## config.mk

```make
export PLATFORM = sky130hd
export DESIGN_NAME = operand_fwd_unit_flat
export DESIGN_NICKNAME = d
export VERILOG_FILES = /design/src/rtl/operand_fwd_unit_pkg.sv /design/src/rtl/operand_fwd_unit_if.sv /design/src/rtl/operand_fwd_unit_fwd_match.sv /design/src/rtl/operand_fwd_unit.sv /design/src/flat_wrapper.sv
export SDC_FILE = /design/constraint.sdc
export NUM_CORES = 1
export LEC_CHECK = 0
export BUFFER_PORTS_ARGS = -buffer_cell sky130_fd_sc_hd__buf_2
export CORE_MARGIN = 2
export CORE_UTILIZATION = 58
export CTS_BUF_LIST = sky130_fd_sc_hd__clkbuf_8 sky130_fd_sc_hd__clkbuf_16
export DETAILED_ROUTE_END_ITERATION = 16
export GPL_ROUTABILITY_DRIVEN = 1
export HOLD_SLACK_MARGIN = 0.02
export PLACE_DENSITY = 0.95
export SKIP_CTS_REPAIR_TIMING = 1
export SLEW_MARGIN = 5
export SYNTH_ARGS = -nofsm -noshare
export SYNTH_HDL_FRONTEND = slang
export SYNTH_HIERARCHICAL = 1
export SYNTH_SLANG_ARGS = --single-unit
```

## constraint.sdc

```tcl
create_clock -name clk -period 9.55 [get_ports clk]
set_input_delay 0.955 -clock clk [delete_from_list [all_inputs] [get_ports clk]]
set_output_delay 0.955 -clock clk [all_outputs]
set_load 0.005 [all_outputs]
```

## src/rtl/operand_fwd_unit_pkg.sv

```systemverilog
// Shared opcode, select-encoding and pipeline-slot definitions for operand forwarding.
package operand_fwd_unit_pkg;

    typedef enum logic [6:0] {
        OP_LOAD   = 7'b0000011,
        OP_ITYPE  = 7'b0010011,
        OP_AUIPC  = 7'b0010111,
        OP_STORE  = 7'b0100011,
        OP_RTYPE  = 7'b0110011,
        OP_LUI    = 7'b0110111,
        OP_BRANCH = 7'b1100011,
        OP_JALR   = 7'b1100111,
        OP_JAL    = 7'b1101111
    } opcode_e;

    // Forward selects are SEL_FWD_BASE + slot index, so slot k encodes as 1+k.
    localparam int SEL_REG      = 0;
    localparam int SEL_PC       = 1;
    localparam int SEL_IMM      = 1;
    localparam int SEL_FWD_BASE = 1;

    typedef struct packed {
        logic       valid;
        logic [4:0] rd;
        logic       is_load;
    } slot_t;

    function automatic logic is_writer(input logic [6:0] op, input logic [4:0] rd);
        logic w;
        case (op)
            OP_RTYPE, OP_ITYPE, OP_LOAD, OP_JAL, OP_JALR, OP_AUIPC, OP_LUI: w = 1'b1;
            default: w = 1'b0;
        endcase
        return w && (rd != 5'd0);
    endfunction

    function automatic logic uses_rs1(input logic [6:0] op);
        case (op)
            OP_RTYPE, OP_ITYPE, OP_LOAD, OP_STORE, OP_BRANCH, OP_JALR: return 1'b1;
            default: return 1'b0;
        endcase
    endfunction

    function automatic logic uses_rs2(input logic [6:0] op);
        case (op)
            OP_RTYPE, OP_STORE, OP_BRANCH: return 1'b1;
            default: return 1'b0;
        endcase
    endfunction

    function automatic logic uses_imm_b(input logic [6:0] op);
        case (op)
            OP_ITYPE, OP_LOAD, OP_STORE, OP_JALR, OP_AUIPC, OP_LUI, OP_JAL: return 1'b1;
            default: return 1'b0;
        endcase
    endfunction

endpackage

```

## src/rtl/operand_fwd_unit_if.sv

```systemverilog
// X-stage instruction stream in, operand selects and hazard stall out.
interface operand_fwd_unit_if #(
    parameter int XLEN  = 32,
    parameter int DEPTH = 2
);
    localparam int SW = $clog2(DEPTH + 2);

    logic [XLEN-1:0] inst_X;
    logic            valid_X;
    logic            flush_X;
    logic            freeze;
    logic [SW-1:0]   sel_a;
    logic [SW-1:0]   sel_b;
    logic [SW-1:0]   sel_sd;
    logic            stall_req;
    logic [31:0]     stall_cnt;

    modport master (
        output inst_X, valid_X, flush_X, freeze,
        input  sel_a, sel_b, sel_sd, stall_req, stall_cnt
    );

    modport slave (
        input  inst_X, valid_X, flush_X, freeze,
        output sel_a, sel_b, sel_sd, stall_req, stall_cnt
    );
endinterface

```

## src/rtl/operand_fwd_unit_fwd_match.sv

```systemverilog
// Priority match of one source register against the in-flight slots; youngest (lowest k) wins.
module fwd_match #(
    parameter int DEPTH = 2,
    parameter int IW    = $clog2(DEPTH + 1)
) (
    input  logic [4:0]         src,
    input  logic               used,
    input  logic [DEPTH-1:0]   slot_valid,
    input  logic [5*DEPTH-1:0] slot_rd,
    input  logic [DEPTH-1:0]   slot_load,
    output logic               hit,
    output logic [IW-1:0]      idx,
    output logic               is_load
);
    always_comb begin
        hit     = 1'b0;
        idx     = '0;
        is_load = 1'b0;
        // Scan oldest to youngest so the youngest match overwrites.
        for (int unsigned k = DEPTH; k >= 1; k--) begin
            if (used && (src != 5'd0) && slot_valid[k-1] && (slot_rd[5*(k-1) +: 5] == src)) begin
                hit     = 1'b1;
                idx     = IW'(k);
                is_load = slot_load[k-1];
            end
        end
    end
endmodule

```

## src/rtl/operand_fwd_unit.sv

```systemverilog
// Operand forwarding / load-use hazard unit: tracks writers after X and steers operand muxes.
module operand_fwd_unit
    import operand_fwd_unit_pkg::*;
#(
    parameter int XLEN           = 32,
    parameter int DEPTH          = 2,
    parameter int LOAD_RDY_STAGE = 1
) (
    input logic               clk,
    input logic               rst,
    operand_fwd_unit_if.slave bus
);
    localparam int SW = $clog2(DEPTH + 2);
    localparam int IW = $clog2(DEPTH + 1);

    slot_t             slots [1:DEPTH];
    slot_t             new_slot;
    logic [31:0]       stall_cnt;
    logic              stall;

    logic [DEPTH-1:0]   slot_valid;
    logic [DEPTH-1:0]   slot_load;
    logic [5*DEPTH-1:0] slot_rd;

    logic [6:0] opc;
    logic [4:0] rd, rs1, rs2;
    logic       is_store;

    logic          hit_a, hit_b, hit_sd;
    logic          load_a, load_b, load_sd;
    logic [IW-1:0] idx_a, idx_b, idx_sd;

    assign opc      = bus.inst_X[6:0];
    assign rd       = bus.inst_X[11:7];
    assign rs1      = bus.inst_X[19:15];
    assign rs2      = bus.inst_X[24:20];
    assign is_store = (opc == OP_STORE);

    for (genvar g = 1; g <= DEPTH; g++) begin : g_flat
        assign slot_valid[g-1]     = slots[g].valid;
        assign slot_load[g-1]      = slots[g].is_load;
        assign slot_rd[5*(g-1) +: 5] = slots[g].rd;
    end

    fwd_match #(.DEPTH(DEPTH), .IW(IW)) u_match_a (
        .src(rs1), .used(uses_rs1(opc)),
        .slot_valid(slot_valid), .slot_rd(slot_rd), .slot_load(slot_load),
        .hit(hit_a), .idx(idx_a), .is_load(load_a)
    );

    fwd_match #(.DEPTH(DEPTH), .IW(IW)) u_match_b (
        .src(rs2), .used(uses_rs2(opc)),
        .slot_valid(slot_valid), .slot_rd(slot_rd), .slot_load(slot_load),
        .hit(hit_b), .idx(idx_b), .is_load(load_b)
    );

    fwd_match #(.DEPTH(DEPTH), .IW(IW)) u_match_sd (
        .src(rs2), .used(is_store),
        .slot_valid(slot_valid), .slot_rd(slot_rd), .slot_load(slot_load),
        .hit(hit_sd), .idx(idx_sd), .is_load(load_sd)
    );

    assign stall = bus.valid_X && !bus.flush_X &&
                   ((hit_a  && load_a  && (int'(idx_a)  < LOAD_RDY_STAGE)) ||
                    (hit_b  && load_b  && (int'(idx_b)  < LOAD_RDY_STAGE)) ||
                    (hit_sd && load_sd && (int'(idx_sd) < LOAD_RDY_STAGE)));

    always_comb begin
        bus.sel_a  = SW'(SEL_REG);
        bus.sel_b  = SW'(SEL_REG);
        bus.sel_sd = SW'(SEL_REG);
        if (opc == OP_AUIPC || opc == OP_JAL)
            bus.sel_a = SW'(SEL_PC);
        else if (hit_a)
            bus.sel_a = SW'(SEL_FWD_BASE) + SW'(idx_a);
        if (uses_imm_b(opc))
            bus.sel_b = SW'(SEL_IMM);
        else if (hit_b)
            bus.sel_b = SW'(SEL_FWD_BASE) + SW'(idx_b);
        if (hit_sd)
            bus.sel_sd = SW'(SEL_FWD_BASE) + SW'(idx_sd);
    end

    always_comb begin
        new_slot.valid   = bus.valid_X && !bus.flush_X && !stall && is_writer(opc, rd);
        new_slot.rd      = rd;
        new_slot.is_load = (opc == OP_LOAD);
    end

    always_ff @(posedge clk) begin
        if (rst) begin
            for (int unsigned k = 1; k <= DEPTH; k++)
                slots[k] <= '0;
            stall_cnt <= '0;
        end else if (!bus.freeze) begin
            for (int unsigned k = DEPTH; k >= 2; k--)
                slots[k] <= slots[k-1];
            slots[1] <= new_slot;
            if (stall && (stall_cnt != '1))
                stall_cnt <= stall_cnt + 32'd1;
        end
    end

    assign bus.stall_req = stall;
    assign bus.stall_cnt = stall_cnt;
endmodule

```

## src/flat_wrapper.sv

```systemverilog
// flat-port wrapper written by rule: the top's interface ports become plain ports
module operand_fwd_unit_flat import operand_fwd_unit_pkg::*;
#(
    parameter int XLEN           = 32,
    parameter int DEPTH          = 2,
    parameter int LOAD_RDY_STAGE = 1
)
  (clk, rst, bus_inst_X, bus_valid_X, bus_flush_X, bus_freeze, bus_sel_a, bus_sel_b, bus_sel_sd, bus_stall_req, bus_stall_cnt);
  operand_fwd_unit_if #(.XLEN(XLEN), .DEPTH(DEPTH)) bus_i ();
  input logic clk;
  input logic rst;
  input wire logic [$bits(bus_i.inst_X)-1:0] bus_inst_X;
  input wire logic [$bits(bus_i.valid_X)-1:0] bus_valid_X;
  input wire logic [$bits(bus_i.flush_X)-1:0] bus_flush_X;
  input wire logic [$bits(bus_i.freeze)-1:0] bus_freeze;
  output wire logic [$bits(bus_i.sel_a)-1:0] bus_sel_a;
  output wire logic [$bits(bus_i.sel_b)-1:0] bus_sel_b;
  output wire logic [$bits(bus_i.sel_sd)-1:0] bus_sel_sd;
  output wire logic [$bits(bus_i.stall_req)-1:0] bus_stall_req;
  output wire logic [$bits(bus_i.stall_cnt)-1:0] bus_stall_cnt;
  assign bus_i.inst_X = bus_inst_X;
  assign bus_i.valid_X = bus_valid_X;
  assign bus_i.flush_X = bus_flush_X;
  assign bus_i.freeze = bus_freeze;
  assign bus_sel_a = bus_i.sel_a;
  assign bus_sel_b = bus_i.sel_b;
  assign bus_sel_sd = bus_i.sel_sd;
  assign bus_stall_req = bus_i.stall_req;
  assign bus_stall_cnt = bus_i.stall_cnt;
  operand_fwd_unit #(.XLEN(XLEN), .DEPTH(DEPTH), .LOAD_RDY_STAGE(LOAD_RDY_STAGE)) u_core (.clk(clk), .rst(rst), .bus(bus_i));
endmodule
```

==> qor.yml <==
global_route:
  grt_usage_pct: 25.0
  antenna_found_initial: 0
  grt_first_pass_wirelength_um: 12100
  grt_start_max_net_pins: 38
  grt-ovfl-total: 0
  grt_pass1_vias: 2657
timing:
  min_period_ns: 4.51
  finalHoldViolCount: 0
  hold_slack_ns: 0.499
  worst_pin_slew_ns: 1.03
  max_freq_mhz: 222
  report.final.setup_viol: 0
  skew_ns: 0.00638
  fin_tns_setup_ns: 0
  rsz0062_at_grt: "false"
  max_slew_margin_pct: 31.1
  final_max_slew_viol_count: 0
  finalCritPeriodShare_pct: 47.2
routing:
  drtIter0Drc: 131
  remaining_drc_errors: 0
  wl_met3_um: 506
  wl_per_cell_um: 15.6
  viasPerCell: 6.13
  highest_layer: "met4"
  ant_nets: 0
  wl_met2_um: 3740
  vias: 2922
  drt-total-wl_um: 7450
  drtPass1Iterations: 4
  wl_met1_um: 3110
layout:
  diodes: 0
  area_delta_synth_final_pct: 13.8
  layout_common_cells: "buf_2, xnor2_1, dfxtp_1, nand2_1, nor2_1"
  final_common_cell: "buf_2"
  fillers: 434
  final_area_mm2: 0.00353
  drive_gt1_share_pct: 24.8
  layout.nets: 447
power_and_ir_drop:
  peakVddDrop_v: 0.0000731
  leakage_nw: 1.30
  power_density_mw_per_mm2: 103
clocking:
  cts.htree.levels: 2
  worstSkewPairLatency_ns: 0.30
  cts_tree: "yes"
  cts_buffers: 5
  cts_root_buffer: "clkbuf_8"
  cts_buffer_depth: 2
  clock-sinks: 46
  cts.clk_slew.worst_paths_ns: 0.08
critical_path:
  crit_type: "input port to output port"
  crit_path_max_fanout: 4
  slowest_stage: "or4b_2"
  arrival_ns: 3.56
  reg2reg_from: "u_core/slots[2][1]"
  crit_path_start: "bus_inst_X[1]"
  slowest_delay_ns: 0.70
  start_kind: "input port"
  path_cells: "buf_2 -> nand2_1 -> nor3_1 -> nand2b_1 -> nor3b_1 -> o21ai_4 -> or4b_2 -> nor2_1 -> inv_1 -> ha_1 -> nand3_1 -> and3_1 -> nor2_1 -> buf_2"
  end_kind: "output port"
  required_ns: 8.60
floorplan:
  die-area_mm2: 0.00595
  initial_core_util_pct: 60.3
  io_pins: 76
  die_y_um: 77.1
  die_x_um: 77.1
  core_area_mm2: 0.00514
  rows: 26
hold_path:
  hp-class: "register to register"
  holdCritStartpoint: "u_core/bus.stall_cnt[1]"
yosys:
  syn-cell-area_mm2: 0.00310
  synth.distinct_cells: 54
  synth_flop_cell: "dfxtp_1"
  syn_area_per_cell_um2: 9.04
  syn_inst: 343
  ys_seq_area_share_pct: 34.2
  synth_seq_cells: 46
  ys_warn_count: 6
  async_reset_ff_share_pct: 0
  synth.net_count: 384
  synth_edf_count: 14
job:
  drv_cap: 0
status:
  status: "finished clean"
place:
  placed_cell_area_mm2: 0.00345
  io_buffer_count: 65
  gp_congestion: 0.860
  dp_hpwl_um: 5490
-- final cells by class --
type	instances	area (µm²)	area share, %
timing repair buffer	65	325	9.22
multi-input combinational	276	1930	54.6
clock inverter	3	12.5	0.355
sequential	46	1060	30.1
clock buffer	5	68.8	1.95
tap	70	87.6	2.48
inverter	12	45.0	1.28
-- stage by stage --
stage / power (W) / std cells / utilization [%] / setup WS [ns]
finish: 0.000363 / 477 / 68.6 / 5.04
global route: 0.000376 / 477 / 68.6 / 4.81
CTS: 0.000365 / 477 / 68.6 / 5.07
detailed placement: 0.000254 / 469 / 67.0 / 4.89
global placement: 0.000252 / 469 / 67.0 / 5.04
floorplan: 0.000238 / 343 / - / 5.58
-- synth_stat cells, types with 2 or more instances --
| cell type | count | area share (%) |
|---|---|---|
| a2111oi_0 | 2 | 0.57 |
| a211oi_1 | 2 | 0.48 |
| a21oi_1 | 22 | 3.6 |
| a31o_2 | 2 | 0.57 |
| and2_1 | 14 | 2.8 |
| and3_1 | 6 | 1.2 |
| and4_1 | 4 | 1.1 |
| buf_6 | 3 | 1.1 |
| clkbuf_1 | 3 | 0.36 |
| dfxtp_1 | 32 | 21 |
| edfxtp_1 | 14 | 14 |
| ha_1 | 4 | 1.6 |
| inv_1 | 12 | 1.5 |
| mux2_4 | 4 | 1.9 |
| nand2_1 | 27 | 3.3 |
| nand2b_1 | 7 | 1.4 |
| nand3_1 | 10 | 1.6 |
| nand4_1 | 19 | 3.8 |
| nand4_2 | 2 | 0.81 |
| nor2_1 | 26 | 3.1 |
| nor2b_1 | 2 | 0.40 |
| nor3_1 | 4 | 0.65 |
| nor3_2 | 4 | 1.3 |
| nor4_1 | 5 | 1.0 |
| nor4_4 | 2 | 1.4 |
| o2111ai_1 | 2 | 0.57 |
| o21ai_0 | 8 | 1.3 |
| o21ai_1 | 5 | 0.81 |
| o21ai_4 | 3 | 1.6 |
| o31ai_1 | 7 | 1.7 |
| or3_1 | 7 | 1.4 |
| or4_1 | 13 | 3.1 |
| or4_4 | 5 | 1.8 |
| or4b_2 | 3 | 0.97 |
| xnor2_1 | 35 | 9.9 |
| xor2_1 | 5 | 1.4 |
-- logic make-up (layout without fill, tap and decap cells) --
kind of cell / after synthesis / after routing / share of synthesized area, %
buffers and inverters: 21 / 85 / 3.63
muxes: 5 / 5 / 2.26
adders and majority gates: 4 / 4 / 1.61
xor gates and xnor gates: 40 / 40 / 11.3
DFF: 46 / 46 / 34.2
AOI/OAI and AO/OA: 59 / 59 / 13.0
and+or+nand+nor: 168 / 168 / 34.0
-- power breakdown --
part | internal, W | leakage, nW | switching (W)
logic | 0.0000175 | 0.846 | 0.0000210
registers | 0.000206 | 0.411 | 0.00000578
clock network | 0.0000493 | 0.0468 | 0.0000642
-- registers in the layout, summed over array words and instances, names as in the netlist --
name and flops:
u_core/bus.stall_cnt 32, u_core/slots 14
-- metal layers --
layer	vias up	track usage (%)
met5	-	0
met4	0	6.96
met3	9	5.06
met2	110	44.8
met1	1393	30.4
li1	1410	-
-- path summary, 6_finish.rpt --
check / end / slack, ns / cells past startpoint
max: bus_stall_req / 5.04 / 14
min: u_core/bus.stall_cnt[1] / 0.50 / 2
min reg2reg: u_core/bus.stall_cnt[1] / 0.50 / 2
max reg2reg: u_core/bus.stall_cnt[17] / 5.96 / 9
-- worst max-delay path: cells and delay by family --
kind | cells | cell delay (ns)
adder cells (fa/ha/maj) | 1 | 0.17
AND/OR/NAND/NOR | 9 | 2.05
buffers and inverters | 3 | 0.28
AO/OA/AOI/OAI | 1 | 0.12
(Power assumes the default switching activity.)
